**src/rtl/config_word_packer_if.sv**
```systemverilog
// Bitstream byte channel into the configuration word packer.
// Valid/ready handshake; byte_last marks the final stream byte.
interface config_word_packer_if;
  logic [7:0] byte_data;
  logic       byte_valid;
  logic       byte_last;
  logic       byte_ready;

  modport master (
    output byte_data, byte_valid, byte_last,
    input  byte_ready
  );

  modport slave (
    input  byte_data, byte_valid, byte_last,
    output byte_ready
  );
endinterface

```
**src/rtl/config_word_packer.sv**
```systemverilog
// Packs bitstream bytes into big-endian 32-bit fabric config words
// and drives them out with a setup/strobe/hold write sequence.
module config_word_packer #(
  parameter int unsigned SETUP_CYCLES = 2,
  parameter int unsigned HOLD_CYCLES  = 2
) (
  input  logic                 CLK,
  input  logic                 resetn,
  config_word_packer_if.slave  bs,
  output logic [31:0]          SelfWriteData,
  output logic                 SelfWriteStrobe,
  output logic                 busy,
  output logic [15:0]          word_count
);

  typedef enum logic [1:0] {
    COLLECT,
    SETUP,
    STROBE,
    HOLD
  } state_t;

  localparam logic [3:0] SETUP_LD = 4'(SETUP_CYCLES - 1);
  localparam logic [3:0] HOLD_LD  = 4'(HOLD_CYCLES - 1);

  state_t      state;
  logic [1:0]  idx;
  logic [31:0] acc;
  logic [31:0] merged;
  logic [3:0]  cnt;
  logic        take;
  logic        done;

  assign bs.byte_ready = (state == COLLECT);
  assign take = bs.byte_valid && (state == COLLECT);
  assign done = take && ((idx == 2'd3) || bs.byte_last);
  assign busy = (state != COLLECT) || (idx != 2'd0);

  // acc is kept zero below the current index, so a flush pads for free
  always_comb begin
    merged = acc;
    unique case (idx)
      2'd0: merged[31:24] = bs.byte_data;
      2'd1: merged[23:16] = bs.byte_data;
      2'd2: merged[15:8]  = bs.byte_data;
      2'd3: merged[7:0]   = bs.byte_data;
    endcase
  end

  always_ff @(posedge CLK or negedge resetn) begin
    if (!resetn) begin
      state           <= COLLECT;
      idx             <= 2'd0;
      acc             <= '0;
      cnt             <= '0;
      SelfWriteData   <= '0;
      SelfWriteStrobe <= 1'b0;
      word_count      <= '0;
    end else begin
      unique case (state)
        COLLECT: begin
          if (done) begin
            SelfWriteData <= merged;
            acc           <= '0;
            cnt           <= SETUP_LD;
            state         <= SETUP;
          end else if (take) begin
            acc <= merged;
            idx <= idx + 2'd1;
          end
        end
        SETUP: begin
          if (cnt == 4'd0) begin
            SelfWriteStrobe <= 1'b1;
            state           <= STROBE;
          end else begin
            cnt <= cnt - 4'd1;
          end
        end
        STROBE: begin
          SelfWriteStrobe <= 1'b0;
          if (word_count != 16'hFFFF) begin
            word_count <= word_count + 16'd1;
          end
          cnt   <= HOLD_LD;
          state <= HOLD;
        end
        HOLD: begin
          if (cnt == 4'd0) begin
            idx   <= 2'd0;
            state <= COLLECT;
          end else begin
            cnt <= cnt - 4'd1;
          end
        end
      endcase
    end
  end

endmodule

```
**src/flat_wrapper.sv**
```systemverilog
// flat-port wrapper written by rule: the top's interface ports become plain ports
module config_word_packer_flat 
#(
  parameter int unsigned SETUP_CYCLES = 2,
  parameter int unsigned HOLD_CYCLES  = 2
)
  (CLK, resetn, SelfWriteData, SelfWriteStrobe, busy, word_count, bs_byte_data, bs_byte_valid, bs_byte_last, bs_byte_ready);
  config_word_packer_if bs_i ();
  input  logic CLK;
  input  logic resetn;
  output logic [31:0] SelfWriteData;
  output logic SelfWriteStrobe;
  output logic busy;
  output logic [15:0] word_count;
  input wire logic [$bits(bs_i.byte_data)-1:0] bs_byte_data;
  input wire logic [$bits(bs_i.byte_valid)-1:0] bs_byte_valid;
  input wire logic [$bits(bs_i.byte_last)-1:0] bs_byte_last;
  output wire logic [$bits(bs_i.byte_ready)-1:0] bs_byte_ready;
  assign bs_i.byte_data = bs_byte_data;
  assign bs_i.byte_valid = bs_byte_valid;
  assign bs_i.byte_last = bs_byte_last;
  assign bs_byte_ready = bs_i.byte_ready;
  config_word_packer #(.SETUP_CYCLES(SETUP_CYCLES), .HOLD_CYCLES(HOLD_CYCLES)) u_core (.CLK(CLK), .resetn(resetn), .bs(bs_i), .SelfWriteData(SelfWriteData), .SelfWriteStrobe(SelfWriteStrobe), .busy(busy), .word_count(word_count));
endmodule
```
**config.mk**
```make
export PLATFORM = sky130hd
export DESIGN_NAME = config_word_packer_flat
export DESIGN_NICKNAME = d
export VERILOG_FILES = /design/src/rtl/config_word_packer_if.sv /design/src/rtl/config_word_packer.sv /design/src/flat_wrapper.sv
export SDC_FILE = /design/constraint.sdc
export NUM_CORES = 1
export LEC_CHECK = 0
export CAP_MARGIN = 20
export CORE_MARGIN = 1
export CORE_UTILIZATION = 54
export CTS_CLUSTER_DIAMETER = 30
export DETAILED_ROUTE_END_ITERATION = 7
export GPL_TIMING_DRIVEN = 0
export PLACE_DENSITY = 0.82
export SLEW_MARGIN = 20
export SYNTH_ARGS = -nofsm -noshare
export SYNTH_HDL_FRONTEND = slang
export SYNTH_SLANG_ARGS = --single-unit
```
**constraint.sdc**
```tcl
create_clock -name CLK -period 2.1 [get_ports CLK]
set_clock_uncertainty 0.15 [all_clocks]
set_input_delay 0.525 -clock CLK [delete_from_list [all_inputs] [get_ports CLK]]
set_output_delay 0.525 -clock CLK [all_outputs]
set_load 0.03 [all_outputs]
```
==> impl_results.md, run 1 <==
* Post-Place Worst Slack at -0.364 ns
* Die H at about 88 um
* Commonest non-fill, non-tap cells in the layout: dfrtp_1, nand2_1, o21ai_0
* Worst-path maximum fanout at 10
* Clock group share of total power at 0.150
* Initial antenna violation count at 0
* Synth warn at 0
* Hold Fails Final Rpt at 0
* Measured slew at the worst slew-check pin at 0.698 ns
* Cell Pwr Density at roughly 1300 nW/um2
* Register area at ~2200 um2
* 1st-iter DRT viols at 187
* CP Capture Type: primary output
* GRT Util Overall at 0.255
* Largest net degree at the start of global routing at 57
* Worst Hold Class: in -> async
* Die area at ~7800 um2
* Max transition margin at 0.535
* Rows at 31
* Combinational power share at 0.489
* Final Cycle Share at 0.988
* Post-Synthesis Cell Area at around 4000 um2
* Final core occ at 0.723
* Flop pwr share at 0.362
* TritonRoute pass-1 iters at 4
* H-tree Lvls at 3
* Internal Pwr Total at ~4.0 mW
* DR WL/cell at ~17 um
* Global-route wire length before repair at between 10 and 15 mm
* VDD IR max at 908 uV
* Final worst slack at roughly 0.025 ns
* EDFF count, synth at 0
* Clk Latency, worst-skew pair at about 0.35 ns
* Port bufs at 62
* Cts hold-fix bufs at 0
* Worst EP required at between 1 and 1.5 ns
* Final wirelength at between 9 and 10 mm
* Sequential fraction of the synthesis area at 0.551
* Synth Instances at 354
* Fillers at about 530
* Final Power at 6.91 mW
* Vias/cell at roughly 5.8
* Die Wd at between 80 and 90 um
* Antenna Diode Count at 0
* Top_reg_cell synth: dfrtp_1
* Nets at around 470
* Synth cell types at 47
* Area grow syn2layout at 29.8%
* Longest Clk Path Bufs at 2
* Post-route setup TNS at 0 ns
* Syn Nets at 377
* Starting Density at 0.557
* Area of the multi-input gates at between 1500 and 2000 um2
* WP data arrival at about 1.4 ns
* Mean area per synthesized cell at between 10 and 15 um2
* DR DRC count at 0
* Reg2reg setup slack at 0.05 ns
* CTS tree: yes
* Layout cell share with drive strength beyond 1 at 0.152
* # setup viols final at 0
* Status: completed
* Global placer's final weighted congestion at between 0.8 and 0.9
* Minimum clock period at between 2 and 2.5 ns
* Worst setup SP type: flop
* CTS buffer count at 9
* Sw Ratio at 0.414
* Clk slew on worst S/H paths at roughly 0.090 ns
* Most common cell after layout, fill and taps aside: dfrtp_1
* Routed Antenna Nets at 0
* Max Clock Freq at about 0.48 GHz
* WS Path Type: reg -> out
* Seq cells post-synth at 89
* # IOs at 63
* Post-DP HPWL at between 6 and 7 mm
* Switching pwr at approximately 2.9 mW
* Slew Viols, Final at 0
* Vias in the first global route at approximately 3.0k
* MaxCap Viol Count at 0
* Async set-reset flop share out of synthesis at 1.00
* Core ar. at slightly above 7000 um2
* Via count at 3147
* Clock Sink Count at 89
* Total gr overflow at 0
* Leakage power at between 2 and 3 nW
* Root Driver: clkbuf_8
metrics by stage:
| step | area [um2] | hold WS (ns) | instances |
|---|---|---|---|
| finish | 5250 | 0.0553 | 547 |
| global route | 5250 | 0.109 | 547 |
| CTS | 5010 | 0.0805 | 533 |
| detailed placement | 4810 | 0.319 | 516 |
| global placement | 4790 | 0.310 | 515 |
| floorplan | 4040 | 0.0794 | 354 |
cell families (layout without fill, tap and decap cells):
group / count (synthesis) / count (layout) / share of synthesized area
flip-flops: 89 / 89 / 0.551
AO/OA/AOI/OAI: 87 / 87 / 0.157
AND/OR/NAND/NOR: 96 / 96 / 0.117
adder cells (fa/ha/maj): 11 / 11 / 0.0341
multiplexers: 39 / 39 / 0.0976
XOR/XNOR: 8 / 8 / 0.0173
buffers and inverters: 24 / 118 / 0.0257
registers in the layout, summed over array words and instances (netlist names):
name and count:
u_core.cnt 4, u_core.idx 2, u_core.acc 32, u_core.state 2, u_core.SelfWriteStrobe 1, u_core.word_count 16, u_core.SelfWriteData 32
cell usage after synthesis, types with 2 or more instances:
master	instances	area share
dfrtp_1	89	0.55
nand2_1	47	0.044
o21ai_0	38	0.047
mux2i_1	36	0.089
a22o_1	25	0.054
ha_1	11	0.034
and2_1	10	0.015
clkbuf_1	9	0.0084
inv_1	7	0.0065
nand3_1	7	0.0087
nor2_1	7	0.0065
a21oi_1	5	0.0062
buf_2	5	0.0062
xor2_1	5	0.011
and4_1	3	0.0065
mux2_2	3	0.0084
nand4_1	3	0.0046
nor3_1	3	0.0037
o21bai_4	3	0.014
xnor2_1	3	0.0065
a31oi_1	2	0.0031
and2_0	2	0.0031
and3_1	2	0.0031
buf_4	2	0.0037
nor4_1	2	0.0031
o21a_1	2	0.0037
o22ai_1	2	0.0031
or3_1	2	0.0031
cell type report:
type                       instances  share of cell area
inverter                           7             0.00501
timing repair buffer              80               0.153
buffer                            15              0.0210
clock inverter                     6             0.00835
sequential                        89               0.425
tap                               99              0.0236
clock buffer                      10              0.0243
multi-input combinational        241               0.340
critical path, cell delays in order, from the launching register on:
cell and delay [ns]:
dfrtp_1 0.41, inv_2 0.10, ha_4 0.16, clkbuf_16 0.15, nand2_1 0.06, buf_4 0.17
final timing paths:
kind / startpoint / end / depth (start not counted)
max: u_core.idx[0] / busy / 5
min: resetn / u_core.SelfWriteData[26] / 1
max reg2reg: u_core.idx[0] / u_core.cnt[0] / 7
min reg2reg: u_core.SelfWriteData[7] / u_core.SelfWriteData[7] / 2
max in group asynchronous: resetn / u_core.idx[0] / 2
min in group CLK: u_core.SelfWriteData[7] / u_core.SelfWriteData[7] / 2
power groups by stage:
stage          Clock [mW]  Combinational (mW)  Sequential [mW]
5_1_grt              1.13                3.64             2.55
2_1_floorplan           0                1.35             3.11
3_3_place_gp            0                3.00             2.50
3_5_place_dp            0                3.10             2.54
6_report             1.03                3.38             2.50
4_1_cts              1.06                3.17             2.50
routing by layer:
layer / up-vias / routed length (um) / track usage
li1: 1443 / - / -
met1: 1574 / 4090 / 0.336
met2: 111 / 4860 / 0.422
met3: 19 / 431 / 0.0401
met4: 0 / 173 / 0.106
met5: - / 0 / 0
repair_timing:
action,CTS,global route
gates resized for setup,40,37
buffers inserted,1,16
pin swaps,3,6
endpoints found under the setup margin,27,80
(Power assumes the default switching activity.)
==> run 2: changes to the inputs <==
- CORE_UTILIZATION: 54 -> 55
- CTS_BUF_LIST: unset -> sky130_fd_sc_hd__clkbuf_8
- PLACE_DENSITY: 0.82 -> 0.83
==> run 2 against run 1 <==
  * Clock power grew 39%
  * Maximum frequency about the same
  * Sequential share of layout area grew 0.59 points
  * Sequential power barely moved
  * Core utilization grew 2.2 points
  * Register-to-register slack about the same
  * Routed wire length is 4.3% lower
  * Combinational power down 3%
  * Power rose by 4.2%
  * Clock-buffer cell count unchanged
  * Setup slack worse by 0.00097 ns
  * Critical path type unchanged
==> impl_results.md, run 2 (same netlist as run 1, synthesis figures left out) <==
* Status: completed
* 1st-iter DRT viols at roughly 220
* CTS tree: yes
* Largest net degree at the start of global routing at 58
* CP Capture Type: primary output
* Post-DP HPWL at 6.05 mm
* Vias in the first global route at ~3.1k
* Root Driver: clkbuf_8
* Via count at roughly 3.1k
* Finished Layout Cells at between 500 and 600
* Max incr delay on CP at ~0.43 ns
* Total gr overflow at 0
* H-tree Lvls at 3
* Minimum clock period at 2.08 ns
* Die area at approximately 7700 um2
* Initial antenna violation count at 0
* Vias/cell at 5.70
* WP data arrival at between 1 and 1.5 ns
* Hold Crit Depth at 2
* Max transition margin at 0.582
* MaxCap Viol Count at 0
* WS Path Type: reg -> out
* Measured slew at the worst slew-check pin at between 0.6 and 0.7 ns
* Final wirelength at 9.15 mm
* Worst Hold Class: reg -> reg
* # setup viols final at 0
* Commonest non-fill, non-tap cells in the layout: dfrtp_1, nand2_1, o21ai_0, clkdlybuf4s50_1, mux2i_1
* Clock Sink Count at approximately 90
* CTS buffer count at 9
* Global-route wire length before repair at roughly 15 mm
* Leakage power at roughly 2.5 nW
* Crit path from: u_core.idx[1]
* Hold Fails Final Rpt at 0
* Antenna Diode Count at 0
* Longest Clk Path Bufs at 2
* Slew Viols, Final at 0
* Die Wd at about 90 um
* Global placer's final weighted congestion at 0.837
* Unrepaired setup endpoints after global routing: true
* Worst hold slack at about 0.33 ns
* Starting Density at 0.582
* Routed Antenna Nets at 0
* Critical Path Sink: busy
* Layout cell share with drive strength beyond 1 at 0.137
* Area grow syn2layout at 28.1%
* TritonRoute pass-1 iters at 4
* Worst reg2reg path startpoint: u_core.idx[0]
* GRT Util Overall at 0.252
* Register area at about 2200 um2
* Nets at between 400 and 500
* # IOs at 63
* DR WL/cell at around 17 um
* DR DRC count at 0
* Post-Place Worst Slack at -0.364 ns
* Largest regs: u_core.SelfWriteData x32, u_core.acc x32, u_core.word_count x16
* Clk slew on worst S/H paths at about 0.09 ns
* Rows at 30
* Most common cell after layout, fill and taps aside: dfrtp_1
* Port bufs at 62
* Final Cycle Share at 0.989
* Max Clock Freq at 0.482 GHz
* CP cell instances: inv_2 -> ha_1 -> clkbuf_8 -> nand2_1 -> buf_4
* Final worst slack at between 0.02 and 0.025 ns
* Core ar. at a little under 7000 um2
* Critical path's slowest cell: dfrtp_1
* Area of the multi-input gates at 1760 um2
* Fillers at roughly 480
* VDD IR max at slightly above 900 uV
* Worst EP required at 1.42 ns
* Worst-path maximum fanout at 4
* Cell Pwr Density at between 1000 and 1500 nW/um2
* Worst r2r dst: u_core.acc[26]
* Dpl cells at about 500
* Die H at between 80 and 90 um
* Worst setup SP type: flop
* Clk Latency, worst-skew pair at 0.35 ns
* R2r worst-path depth at 7
* Reg2reg setup slack at 0.06 ns
## run 2: cell types whose count changed in the layout (fill, tap and decap cells not counted), sizes merged, moves of 2 or more
cell,previous run,this run
buf,28,20
dlymetal6s2s,20,6
bufinv,0,3
clkbuf,18,16
clkinvlp,4,2
clkdlybuf4s50,23,37
## run 2: timing repair
| item | 4_1_cts | 5_1_grt |
|---|---|---|
| buffers inserted | 2 | 4 |
| pin swaps | 3 | 3 |
| hold buffers | 1 | 0 |
| gates resized for setup | 36 | 27 |
| cloned | 0 | 1 |
| endpoints found under the setup margin | 32 | 65 |
| hold endpoints to repair | 32 | 0 |
## run 2: worst min path at each step
stage	from	slack, ns	endpoint
after floorplan	resetn	0.08	u_core.SelfWriteData[0]
after global placement	u_core.SelfWriteData[27]	0.31	u_core.SelfWriteData[27]
after detailed placement	u_core.SelfWriteData[10]	0.32	u_core.SelfWriteData[10]
after CTS	u_core.SelfWriteData[26]	0.34	u_core.SelfWriteData[26]
after global routing	u_core.SelfWriteData[26]	0.36	u_core.SelfWriteData[26]
final	u_core.SelfWriteData[26]	0.33	u_core.SelfWriteData[26]
## run 2: area by class of cell
class / instances / area share
tap: 96 / 0.0232
sequential: 89 / 0.430
clock inverter: 6 / 0.0220
clock buffer: 10 / 0.0266
buffer: 15 / 0.0189
multi-input combinational: 241 / 0.340
inverter: 7 / 0.00508
timing repair buffer: 71 / 0.134
## run 2: stage by stage
stage | utilization | setup TNS (ns) | power, mW | instance area, um2
after detailed placement | 0.693 | -14.20 | 5.61 | 4810
after global routing | 0.745 | -0.114 | 7.60 | 5170
final | 0.745 | 0 | 7.20 | 5170
after global placement | 0.689 | -254.33 | 5.50 | 4780
after CTS | 0.733 | -0.00689 | 7.10 | 5090
after floorplan | - | 0 | 4.47 | 4040
## run 2: report_power, final
group | switching (mW) | internal [mW]
registers | 0.316 | 2.17
logic | 1.91 | 1.37
clock network | 0.606 | 0.827
## run 2: routing by layer
| layer | up-vias | share of wire | track usage | routed length [um] |
|---|---|---|---|---|
| met3 | 20 | 0.041 | 0.0330 | 372 |
| met4 | 0 | 0.025 | 0.109 | 227 |
| li1 | 1427 | - | - | - |
| met5 | - | 0 | 0 | 0 |
| met1 | 1512 | 0.44 | 0.327 | 4010 |
| met2 | 91 | 0.50 | 0.428 | 4540 |
## run 2: worst max-delay path: cells and delay by family (launching register included)
kind	cells	cell delay [ns]
DFF	1	0.43
buffers and inverters	3	0.40
adders and majority gates	1	0.19
and+or+nand+nor	1	0.04
